File: src/rtl/elevator_ctrl_pkg.sv
// Shared types and helpers for the 3-floor elevator controller.
// Latency: n/a (types, constants and pure functions only).
// Backpressure: n/a.
// Contents: controller state encoding, floor-index constants, goal record type,
// and nearest-pending-floor search functions used by the goal selector.
package elevator_ctrl_pkg;

    typedef enum logic [1:0] {
        ST_IDLE      = 2'd0,
        ST_MOVE_UP   = 2'd1,
        ST_MOVE_DOWN = 2'd2,
        ST_DOOR      = 2'd3
    } state_t;

    // Internal floor indices; output codes come from the LABEL_Fx parameters.
    localparam logic [1:0] IDX_F1 = 2'd0;
    localparam logic [1:0] IDX_F3 = 2'd2;

    typedef struct packed {
        logic       found;
        logic [1:0] idx;
    } goal_t;

    // Nearest pending floor strictly above cur. The scan runs top-down, so the
    // last hit is the closest one.
    function automatic goal_t nearest_above(input logic [1:0] cur, input logic [2:0] pend);
        goal_t r;
        r = '0;
        for (int i = 2; i >= 0; i--) begin
            if (i > int'(cur) && pend[i]) begin
                r.found = 1'b1;
                r.idx   = 2'(i);
            end
        end
        return r;
    endfunction

    // Nearest pending floor strictly below cur (bottom-up scan, last hit wins).
    function automatic goal_t nearest_below(input logic [1:0] cur, input logic [2:0] pend);
        goal_t r;
        r = '0;
        for (int i = 0; i <= 2; i++) begin
            if (i < int'(cur) && pend[i]) begin
                r.found = 1'b1;
                r.idx   = 2'(i);
            end
        end
        return r;
    endfunction

endpackage

File: src/rtl/elevator_ctrl_if.sv
// Call/status bundle between the elevator controller and its environment.
// Latency: n/a (wires only).
// Backpressure: none; btn is a pulse input, all status signals are levels.
// Signals: btn[2:0] call pulses, floor/gf label-coded, led1..3 request lamps,
// moving, dir (1=up), door_open; estop only when ELEVATOR_ESTOP_EN is defined.
// master = call source / status observer, slave = controller.
interface elevator_ctrl_if;
    logic [2:0] btn;
`ifdef ELEVATOR_ESTOP_EN
    logic       estop;
`endif
    logic [1:0] floor;
    logic       led1;
    logic       led2;
    logic       led3;
    logic       moving;
    logic       dir;
    logic       door_open;
    logic [1:0] gf;

`ifdef ELEVATOR_ESTOP_EN
    modport master (output btn, estop,
                    input  floor, led1, led2, led3, moving, dir, door_open, gf);
    modport slave  (input  btn, estop,
                    output floor, led1, led2, led3, moving, dir, door_open, gf);
`else
    modport master (output btn,
                    input  floor, led1, led2, led3, moving, dir, door_open, gf);
    modport slave  (input  btn,
                    output floor, led1, led2, led3, moving, dir, door_open, gf);
`endif
endinterface

File: src/rtl/elevator_ctrl_dwell_timer.sv
// Down-counter shared by the travel and door-dwell phases.
// Latency: expire_o asserts while the count is 1, i.e. N clocks after a load of N.
// Backpressure: freeze_i holds the count and masks expire_o; load_i wins over both.
// Ports: clk, rst (sync, active high), load_i/load_val_i, freeze_i, expire_o.
module elevator_ctrl_dwell_timer #(
    parameter int W = 4
) (
    input  logic         clk,
    input  logic         rst,
    input  logic         load_i,
    input  logic [W-1:0] load_val_i,
    input  logic         freeze_i,
    output logic         expire_o
);

    logic [W-1:0] cnt_q;

    always_ff @(posedge clk) begin
        if (rst) begin
            cnt_q <= '0;
        end else if (load_i) begin
            cnt_q <= load_val_i;
        end else if (!freeze_i && cnt_q != '0) begin
            cnt_q <= cnt_q - W'(1);
        end
    end

    assign expire_o = !freeze_i && (cnt_q == W'(1));

endmodule

File: src/rtl/elevator_ctrl.sv
// 3-floor elevator controller: call latching, SCAN goal selection, travel and door timing.
// Latency: call -> lamp 1 clk, call -> moving 2 clk, TRAVEL_CYCLES per floor, DOOR_CYCLES dwell.
// Backpressure: none on calls; with ELEVATOR_ESTOP_EN, estop freezes timers/state, calls still latch.
// Ports: clk, rst (sync, active high), bus (elevator_ctrl_if.slave). All outputs registered.
// Optional feature macro: ELEVATOR_ESTOP_EN (adds bus.estop and the freeze path).
module elevator_ctrl
    import elevator_ctrl_pkg::*;
#(
    parameter logic [1:0] LABEL_F1      = 2'b00,
    parameter logic [1:0] LABEL_F2      = 2'b01,
    parameter logic [1:0] LABEL_F3      = 2'b10,
    parameter int         TRAVEL_CYCLES = 8,
    parameter int         DOOR_CYCLES   = 6
) (
    input  logic            clk,
    input  logic            rst,
    elevator_ctrl_if.slave  bus
);

    localparam int TMAX = (TRAVEL_CYCLES > DOOR_CYCLES) ? TRAVEL_CYCLES : DOOR_CYCLES;
    localparam int TW   = $clog2(TMAX + 1);

    function automatic logic [1:0] to_label(input logic [1:0] idx);
        case (idx)
            2'd0:    return LABEL_F1;
            2'd1:    return LABEL_F2;
            default: return LABEL_F3;
        endcase
    endfunction

    state_t     state_q, state_d;
    logic [1:0] floor_idx_q, floor_idx_d;
    logic [1:0] floor_lbl_q;
    logic [1:0] gf_q, gf_d;
    logic [2:0] pend_q, pend_d;
    logic       dir_q, dir_d;
    logic       moving_q, moving_d;
    logic       door_q, door_d;

    logic          tmr_load;
    logic [TW-1:0] tmr_val;
    logic          tmr_expire;
    logic          frozen;

    goal_t      above, below, pick;
    logic [1:0] arr_idx;

`ifdef ELEVATOR_ESTOP_EN
    assign frozen = bus.estop;
`else
    assign frozen = 1'b0;
`endif

    elevator_ctrl_dwell_timer #(.W(TW)) u_timer (
        .clk        (clk),
        .rst        (rst),
        .load_i     (tmr_load),
        .load_val_i (tmr_val),
        .freeze_i   (frozen),
        .expire_o   (tmr_expire)
    );

    // SCAN: keep going the way we last went if anything is pending that way.
    assign above = nearest_above(floor_idx_q, pend_q);
    assign below = nearest_below(floor_idx_q, pend_q);
    assign pick  = dir_q ? (above.found ? above : below)
                         : (below.found ? below : above);

    // Floor reached at the end of the current hop, clamped to the shaft.
    assign arr_idx = (state_q == ST_MOVE_UP)
                   ? ((floor_idx_q == IDX_F3) ? IDX_F3 : floor_idx_q + 2'd1)
                   : ((floor_idx_q == IDX_F1) ? IDX_F1 : floor_idx_q - 2'd1);

    always_comb begin
        state_d     = state_q;
        floor_idx_d = floor_idx_q;
        gf_d        = gf_q;
        pend_d      = pend_q | bus.btn;
        dir_d       = dir_q;
        moving_d    = moving_q;
        door_d      = door_q;
        tmr_load    = 1'b0;
        tmr_val     = TW'(TRAVEL_CYCLES);

        if (frozen) begin
            moving_d = 1'b0;
        end else begin
            case (state_q)
                ST_IDLE: begin
                    // A call (or a lamp latched during estop) at the current floor
                    // just opens the door.
                    if (pend_q[floor_idx_q] || bus.btn[floor_idx_q]) begin
                        pend_d[floor_idx_q] = 1'b0;
                        door_d   = 1'b1;
                        state_d  = ST_DOOR;
                        tmr_load = 1'b1;
                        tmr_val  = TW'(DOOR_CYCLES);
                    end else if (pick.found) begin
                        gf_d     = to_label(pick.idx);
                        moving_d = 1'b1;
                        tmr_load = 1'b1;
                        if (pick.idx > floor_idx_q) begin
                            state_d = ST_MOVE_UP;
                            dir_d   = 1'b1;
                        end else begin
                            state_d = ST_MOVE_DOWN;
                            dir_d   = 1'b0;
                        end
                    end
                end
                ST_MOVE_UP, ST_MOVE_DOWN: begin
                    moving_d = 1'b1;
                    if (tmr_expire) begin
                        floor_idx_d = arr_idx;
                        // Stop at any pending floor, including a call arriving this cycle.
                        if (pend_q[arr_idx] || bus.btn[arr_idx]) begin
                            pend_d[arr_idx] = 1'b0;
                            moving_d = 1'b0;
                            door_d   = 1'b1;
                            state_d  = ST_DOOR;
                            tmr_load = 1'b1;
                            tmr_val  = TW'(DOOR_CYCLES);
                        end else begin
                            tmr_load = 1'b1;
                        end
                    end
                end
                ST_DOOR: begin
                    if (bus.btn[floor_idx_q]) begin
                        pend_d[floor_idx_q] = 1'b0;
                        tmr_load = 1'b1;
                        tmr_val  = TW'(DOOR_CYCLES);
                    end else if (tmr_expire) begin
                        door_d  = 1'b0;
                        state_d = ST_IDLE;
                    end
                end
                default: begin
                    state_d = ST_IDLE;
                end
            endcase
        end
    end

    always_ff @(posedge clk) begin
        if (rst) begin
            state_q     <= ST_IDLE;
            floor_idx_q <= IDX_F1;
            floor_lbl_q <= LABEL_F1;
            gf_q        <= LABEL_F1;
            pend_q      <= '0;
            dir_q       <= 1'b1;
            moving_q    <= 1'b0;
            door_q      <= 1'b0;
        end else begin
            state_q     <= state_d;
            floor_idx_q <= floor_idx_d;
            floor_lbl_q <= to_label(floor_idx_d);
            gf_q        <= gf_d;
            pend_q      <= pend_d;
            dir_q       <= dir_d;
            moving_q    <= moving_d;
            door_q      <= door_d;
        end
    end

    assign bus.floor     = floor_lbl_q;
    assign bus.gf        = gf_q;
    assign bus.led1      = pend_q[0];
    assign bus.led2      = pend_q[1];
    assign bus.led3      = pend_q[2];
    assign bus.moving    = moving_q;
    assign bus.dir       = dir_q;
    assign bus.door_open = door_q;

endmodule

File: src/flat_wrapper.sv
// flat-port wrapper written by rule: the top's interface ports become plain ports
module elevator_ctrl_flat import elevator_ctrl_pkg::*;
#(
    parameter logic [1:0] LABEL_F1      = 2'b00,
    parameter logic [1:0] LABEL_F2      = 2'b01,
    parameter logic [1:0] LABEL_F3      = 2'b10,
    parameter int         TRAVEL_CYCLES = 8,
    parameter int         DOOR_CYCLES   = 6
)
  (clk, rst, bus_btn, bus_floor, bus_led1, bus_led2, bus_led3, bus_moving, bus_dir, bus_door_open, bus_gf);
  elevator_ctrl_if bus_i ();
  input  logic clk;
  input  logic rst;
  input wire logic [$bits(bus_i.btn)-1:0] bus_btn;
  output wire logic [$bits(bus_i.floor)-1:0] bus_floor;
  output wire logic [$bits(bus_i.led1)-1:0] bus_led1;
  output wire logic [$bits(bus_i.led2)-1:0] bus_led2;
  output wire logic [$bits(bus_i.led3)-1:0] bus_led3;
  output wire logic [$bits(bus_i.moving)-1:0] bus_moving;
  output wire logic [$bits(bus_i.dir)-1:0] bus_dir;
  output wire logic [$bits(bus_i.door_open)-1:0] bus_door_open;
  output wire logic [$bits(bus_i.gf)-1:0] bus_gf;
  assign bus_i.btn = bus_btn;
  assign bus_floor = bus_i.floor;
  assign bus_led1 = bus_i.led1;
  assign bus_led2 = bus_i.led2;
  assign bus_led3 = bus_i.led3;
  assign bus_moving = bus_i.moving;
  assign bus_dir = bus_i.dir;
  assign bus_door_open = bus_i.door_open;
  assign bus_gf = bus_i.gf;
  elevator_ctrl #(.LABEL_F1(LABEL_F1), .LABEL_F2(LABEL_F2), .LABEL_F3(LABEL_F3), .TRAVEL_CYCLES(TRAVEL_CYCLES), .DOOR_CYCLES(DOOR_CYCLES)) u_core (.clk(clk), .rst(rst), .bus(bus_i));
endmodule
File: config.mk
export PLATFORM = sky130hd
export DESIGN_NAME = elevator_ctrl_flat
export DESIGN_NICKNAME = d
export VERILOG_FILES = /design/src/rtl/elevator_ctrl_pkg.sv /design/src/rtl/elevator_ctrl_if.sv /design/src/rtl/elevator_ctrl_dwell_timer.sv /design/src/rtl/elevator_ctrl.sv /design/src/flat_wrapper.sv
export SDC_FILE = /design/constraint.sdc
export NUM_CORES = 1
export LEC_CHECK = 0
export ABC_AREA = 1
export CAP_MARGIN = 30
export CORE_ASPECT_RATIO = 1.1
export CORE_MARGIN = 5
export CORE_UTILIZATION = 35
export DETAILED_ROUTE_END_ITERATION = 12
export GPL_ROUTABILITY_DRIVEN = 0
export GPL_TIMING_DRIVEN = 1
export PLACE_DENSITY = 0.62
export SYNTH_ARGS = -nofsm -noshare
export SYNTH_HDL_FRONTEND = slang
export SYNTH_HIERARCHICAL = 1
export SYNTH_SLANG_ARGS = --single-unit
File: constraint.sdc
create_clock -name clk -period 2.9 [get_ports clk]
set_input_delay 0.725 -clock clk [delete_from_list [all_inputs] [get_ports clk]]
set_output_delay 0.725 -clock clk [all_outputs]
set_load 0.03 [all_outputs]
# [After elaboration in Yosys (flattened, before gate mapping)]
# Cells that the tools add are included.
[word_totals] inputBits=5 ff_bits=18 output_inout_bits=10 elab_cells=128
[classes] n_eq_ne=15 reduce_logical=21 magnitude_cmp=10 n_addsub=3 bitwise_logic=6 muxes=64
[op_table] operator="$mux 3" n=12
[op_table] operator="$mux 2" n=12
[op_table] operator="$mux 4" n=6
[op_table] operator="$mux 1" n=20
[op_table] operator="$pmux 4 s3" n=1
[op_table] operator="$ne 2x1->1 const B" n=5
[op_table] operator="$reduce_and 5->1" n=2
[op_table] operator="$pmux 3 s3" n=1
[op_table] operator="$bmux 1 s2" n=4
[op_table] operator="$logic_not 2->1" n=4
[op_table] operator="$pmux 2 s2" n=2
[op_table] operator="$logic_and 1x1->1" n=7
[op_table] operator="$and 3x3->3" n=2
[op_table] operator="$eq 2x1->1 const B" n=3
[op_table] operator="$eq 2x2->1 const B" n=3
[op_table] operator="$lt 2x3->1 const B" n=2
[op_table] operator="$not 3->3" n=2
[op_table] operator="$pmux 1 s3" n=2
[op_table] operator="$pmux 2 s3" n=1
[op_table] operator="$reduce_and 3->1" n=2
[op_table] operator="$demux 1 s2" n=2
[op_table] operator="$eq 4x1->1 const B" n=1
[op_table] operator="$ge 2x1->1 const B" n=2
[op_table] operator="$lt 1x2->1 const A" n=2
[op_table] operator="other kinds (16)" n=19

# [Depth between registers and ports, before layout]
[logic_depth] depth_word=12 mapped_depth=15 ltp_nobuf=15

# [Cells and area by module]
# Netlist, hierarchy kept.
[by_module_without_submodules] mod="elevator_ctrl" n_inst=1 seq_area_each_um2=280.3 area_per_inst_um2=1101.1 cells_each=168
[by_module_without_submodules] mod="elevator_ctrl_dwell_timer" n_inst=1 seq_area_each_um2=80.1 area_per_inst_um2=294.0 cells_each=47

# [Least setup slack after synthesis]
# OpenSTA, ideal clock, no wires.
[synth_timing] path_kind="input -> register" from="in bus_btn[1]" to="reg u_core.u_timer.cnt_q[3]" cell_stages=13 setup_time_ps=111 t_required_ps=2789 slack_ps=813 arrival_ps=1975 n_path_buf=0 path_cell_list="inv_1 -> nand2_1 -> nand3_2 -> nand2_2 -> nor2_4 -> nand2_4 -> inv_1 -> a32oi_1 -> inv_2 -> nand3_1 -> nor2_2 -> nor2_1 -> nor2_1"
[synth_between] elab_cells_between_ends=16
[synth_rtl] item="start, declared" line_no="flat_wrapper.sv:14" rtl="input wire logic [$bits(bus_i.btn)-1:0] bus_btn;"
[synth_rtl] item="$bmux 1 s2 (*)" line_no="elevator_ctrl.sv:92, elevator_ctrl.sv:129"
[synth_rtl] item="$mux 1 (not written as such) (*)" line_no="elevator_ctrl.sv:92, elevator_ctrl.sv:129"
[synth_rtl] item="$logic_or 1x1->1" line_no="elevator_ctrl.sv:92" rtl="if (pend_q[floor_idx_q] || bus.btn[floor_idx_q]) begin"
[synth_rtl] item="$mux 1" line_no="elevator_ctrl.sv:92"
[synth_rtl] item="$pmux 1 s3 (*)" line_no="elevator_ctrl.sv:88" rtl="case (state_q)"
[synth_rtl] item="named net u_core.tmr_load" line_no="elevator_ctrl.sv:40" rtl="logic tmr_load;"
[synth_rtl] item="$mux 4 or $reduce_bool 2->1 (tied branches)"
[synth_rtl] item="end signal, assigned" line_no="elevator_ctrl_dwell_timer.sv:22" rtl="cnt_q <= load_val_i;"
[synth_rtl] item="end signal, assigned" line_no="elevator_ctrl_dwell_timer.sv:24" rtl="cnt_q <= cnt_q - W'(1);"
[synth_rtl] item="end, declared" line_no="elevator_ctrl_dwell_timer.sv:16" rtl="logic [W-1:0] cnt_q;"
# Mark *: on every way through the listed nets, which the timed path passes. The rest lies on a longest branch. The select of a mux whose other input is x is not followed.
# A chain may end at the register's enable or synchronous reset.

# [Worst setup path in the final report]
[layout_timing] from="in bus_btn[0]" to="reg u_core.u_timer.cnt_q[3]"
# Same word-level chain as after synthesis.

==> flow_summary.ini <==
[yosys]
ys_ff_latch = 18
syn_avg_cell_area_um2 = 6.49
ys_warn_count = 6
syn_inst = 215
ys_seq_area_share_pct = 25.8
synth_cell_types = 28
syn_area_um2 = 1400

[clocking]
cts_made_buffers = 3
clock_latency_ns = 0.27
cts_resized = 0
post_cts_buffers = 0
clockRootBuffer = clkbuf_8
clock_sinks = 18
cts_hold_buf = 0
cts.clk_slew.worst_paths_ns = 0.07
cts_tree = done
cts-htree-levels = 1
clockBufferDepth = 2

[timing]
slew_viol_final = 0
layout_min_cycle_time_ns = 2.44
fin_setup_tns_ns = 0
skew_ns = 0.00759
finalHoldViolations = 0
slew_headroom_pct = 66.7
rsz0062_at_grt = no
fmax_ghz = 0.410
worst_slack_ns = 0.463
worst_pin_slew_ns = 0.500
timing.final.crit_share_pct = 84.0
setup_viol = 0

[worst_setup_path]
reg2reg_to = u_core/state_q[1]$_SDFFE_PP0P_
reg2reg_slack_ns = 0.69
end_kind = register
reg2regPathDepth = 15
crit_fanout = 7
cp-startpoint = bus_btn[0]
worstPathArrival_ns = 2.59
path_class = primary input to register
crit_end = u_core/u_timer/cnt_q[3]$_SDFFE_PP0P_
r2r-start = u_core/floor_idx_q[1]$_SDFF_PP0_
required_ns = 3.06
start_kind = primary input

[detailed_routing]
wirelength_um = 3270
vias = 1415
drc = 0
drtIter0Drc = 55
via_per_inst = 4.90
drt-pass1-iter-count = 4
antenna_left = 0
routedWlPerCell_um = 11.3

[global_route]
use_met1_pct = 17.4
use_met2_pct = 20.9
busiest_layer = met2
grtUsageMet3_pct = 1.72
grt_use_total_pct = 13.1
antenna_found_initial = 0
grt_first_pass_wirelength_um = 5730
grt_max_degree = 12
grt-ovfl-total = 0
grt_pass1_vias = 1300

[power_and_ir_drop]
pwr-share-clk_pct = 13.8
ir_worst_vdd_uv = 330
seq_power_share_pct = 24.2
p_sw_uw = 762
p_int_uw = 788
pwr-share-comb_pct = 62.1
pwr_density_cell_nw_per_um2 = 922
p_leak_nw = 0.799
p_sw_share_pct = 49.2

[placed_design]
io_buffers = 14
place_area_um2 = 1630
pre_cts_ws_ns = 0.191
dpl.hpwl_um = 2570

[floorplan]
core-area_um2 = 3900
fp.dieArea_um2 = 5350
die_x_um = 70.2
io_pins = 15
start_util_pct = 35.7
die_h_um = 76.2
num_rows = 24

[finish]
final_cell_area_um2 = 1680
drive_above_1_share_pct = 13.1
area_growth_pct = 20.4
final_nets = 255
antennaDiodeCount = 0

[flow_run]
drv_cap = 0

[min_path]
holdCritPathClass = register to register
holdPathStages = 2

[run_status]
status = finished clean
==> layout make-up <==
type	instances	area, um^2
fillers	428	2220
inverters	29	109
repair buffers	17	163
multi-input cells	169	928
clock buffers	4	55.1
well taps	52	65.1
flip-flops and latches	18	360
==> critical path: stages <==
cell             delay (ns)
clkdlybuf4s50_1        0.47
inv_1                  0.04
nand2_1                0.06
nand3_2                0.06
nand2_2                0.12
nor2_4                 0.07
nand2_4                0.09
inv_1                  0.08
a32oi_1                0.41
inv_2                  0.15
nand3_1                0.14
nor2_2                 0.04
nor2_1                 0.09
nor2_1                 0.04
==> placed cells by master (no fill, tap or decap), types with 5 or more instances in the layout <==
cell / Yosys / final
inv_1: 24 / 24
clkdlybuf4s50_1: 0 / 14
nor2_1: 15 / 15
dfxtp_1: 18 / 18
nand3_1: 22 / 22
inv_2: 5 / 5
nand2_2: 5 / 5
o21ai_0: 10 / 10
a21oi_1: 12 / 12
ha_1: 12 / 12
nand2_1: 64 / 64
==> how the worst min path moves through the flow <==
stage,start,to,slack (ns)
6_report,u_core/bus.door_open$_SDFFE_PP0P_,u_core/bus.door_open$_SDFFE_PP0P_,0.46
5_1_grt,u_core/bus.door_open$_SDFFE_PP0P_,u_core/bus.door_open$_SDFFE_PP0P_,0.49
4_1_cts,u_core/bus.gf[0]$_SDFFE_PP0P_,u_core/bus.gf[0]$_SDFFE_PP0P_,0.47
3_5_place_dp,u_core/bus.door_open$_SDFFE_PP0P_,u_core/bus.door_open$_SDFFE_PP0P_,0.45
3_3_place_gp,u_core/bus.door_open$_SDFFE_PP0P_,u_core/bus.door_open$_SDFFE_PP0P_,0.45
2_1_floorplan,u_core/state_q[1]$_SDFFE_PP0P_,u_core/state_q[1]$_SDFFE_PP0P_,0.46
==> flip-flops by register name, summed over array words and instances (netlist names) <==
signal / cells
u_core/pend_q: 3
u_core/bus.moving: 1
u_core/bus.gf: 2
u_core/bus.door_open: 1
u_core/bus.floor: 2
u_core/state_q: 2
u_core/u_timer/cnt_q: 4
u_core/bus.dir: 1
u_core/floor_idx_q: 2
==> power by group through the flow <==
stage | Sequential, mW | Combinational (mW) | Clock [mW]
floorplan | 0.445 | 0.667 | 0
global placement | 0.381 | 0.958 | 0
detailed placement | 0.381 | 0.958 | 0
CTS | 0.375 | 0.964 | 0.227
global route | 0.385 | 1.09 | 0.235
finish | 0.374 | 0.961 | 0.214
==> layer usage <==
layer	vias to the layer above	share of wire (%)
met5	-	0
met4	0	1.6
met3	5	4.5
met2	35	46
met1	641	47
li1	734	-
==> cell families (layout without fill, tap and decap cells) <==
family | after synthesis | in the layout | synth area share (%)
simple gates | 122 | 122 | 42.1
compound gates | 32 | 32 | 12.9
buf+inv | 30 | 50 | 8.16
flops | 18 | 18 | 25.8
fa+ha+maj | 12 | 12 | 10.8
other cells | 1 | 3 | 0.269
==> through the flow <==
step                hold WS (ns)  utilization [%]  power [mW]  std cells
global route               0.491             43.0        1.71        289
finish                     0.458             43.0        1.55        289
global placement           0.454             41.6        1.34        285
detailed placement         0.454             41.6        1.34        285
floorplan                  0.456                -        1.11        217
CTS                        0.465             43.0        1.57        289
==> cell usage after synthesis <==
cell type	instances	share of area, %
inv_1	24	6.5
nand2_2	5	2.2
or2_2	1	0.45
a21boi_0	1	0.54
or2_1	1	0.45
nand3_1	22	7.9
nor2_2	3	1.3
nor2_1	15	4.0
o21ai_0	10	3.6
conb_1	1	0.27
o21ai_1	1	0.36
a211oi_1	1	0.54
nor2_8	1	1.4
and2_1	1	0.45
a21oi_2	1	0.63
a21oi_1	12	4.3
nand2_4	2	1.6
o211ai_1	1	0.54
nand4_1	1	0.45
dfxtp_1	18	26
a32oi_1	1	0.63
nand2_1	64	17
inv_2	5	1.3
nor2_4	2	1.6
nand3_2	4	2.9
a31oi_1	4	1.8
ha_1	12	11
buf_2	1	0.36
Note: power is estimated with default switching activity, not from simulation.
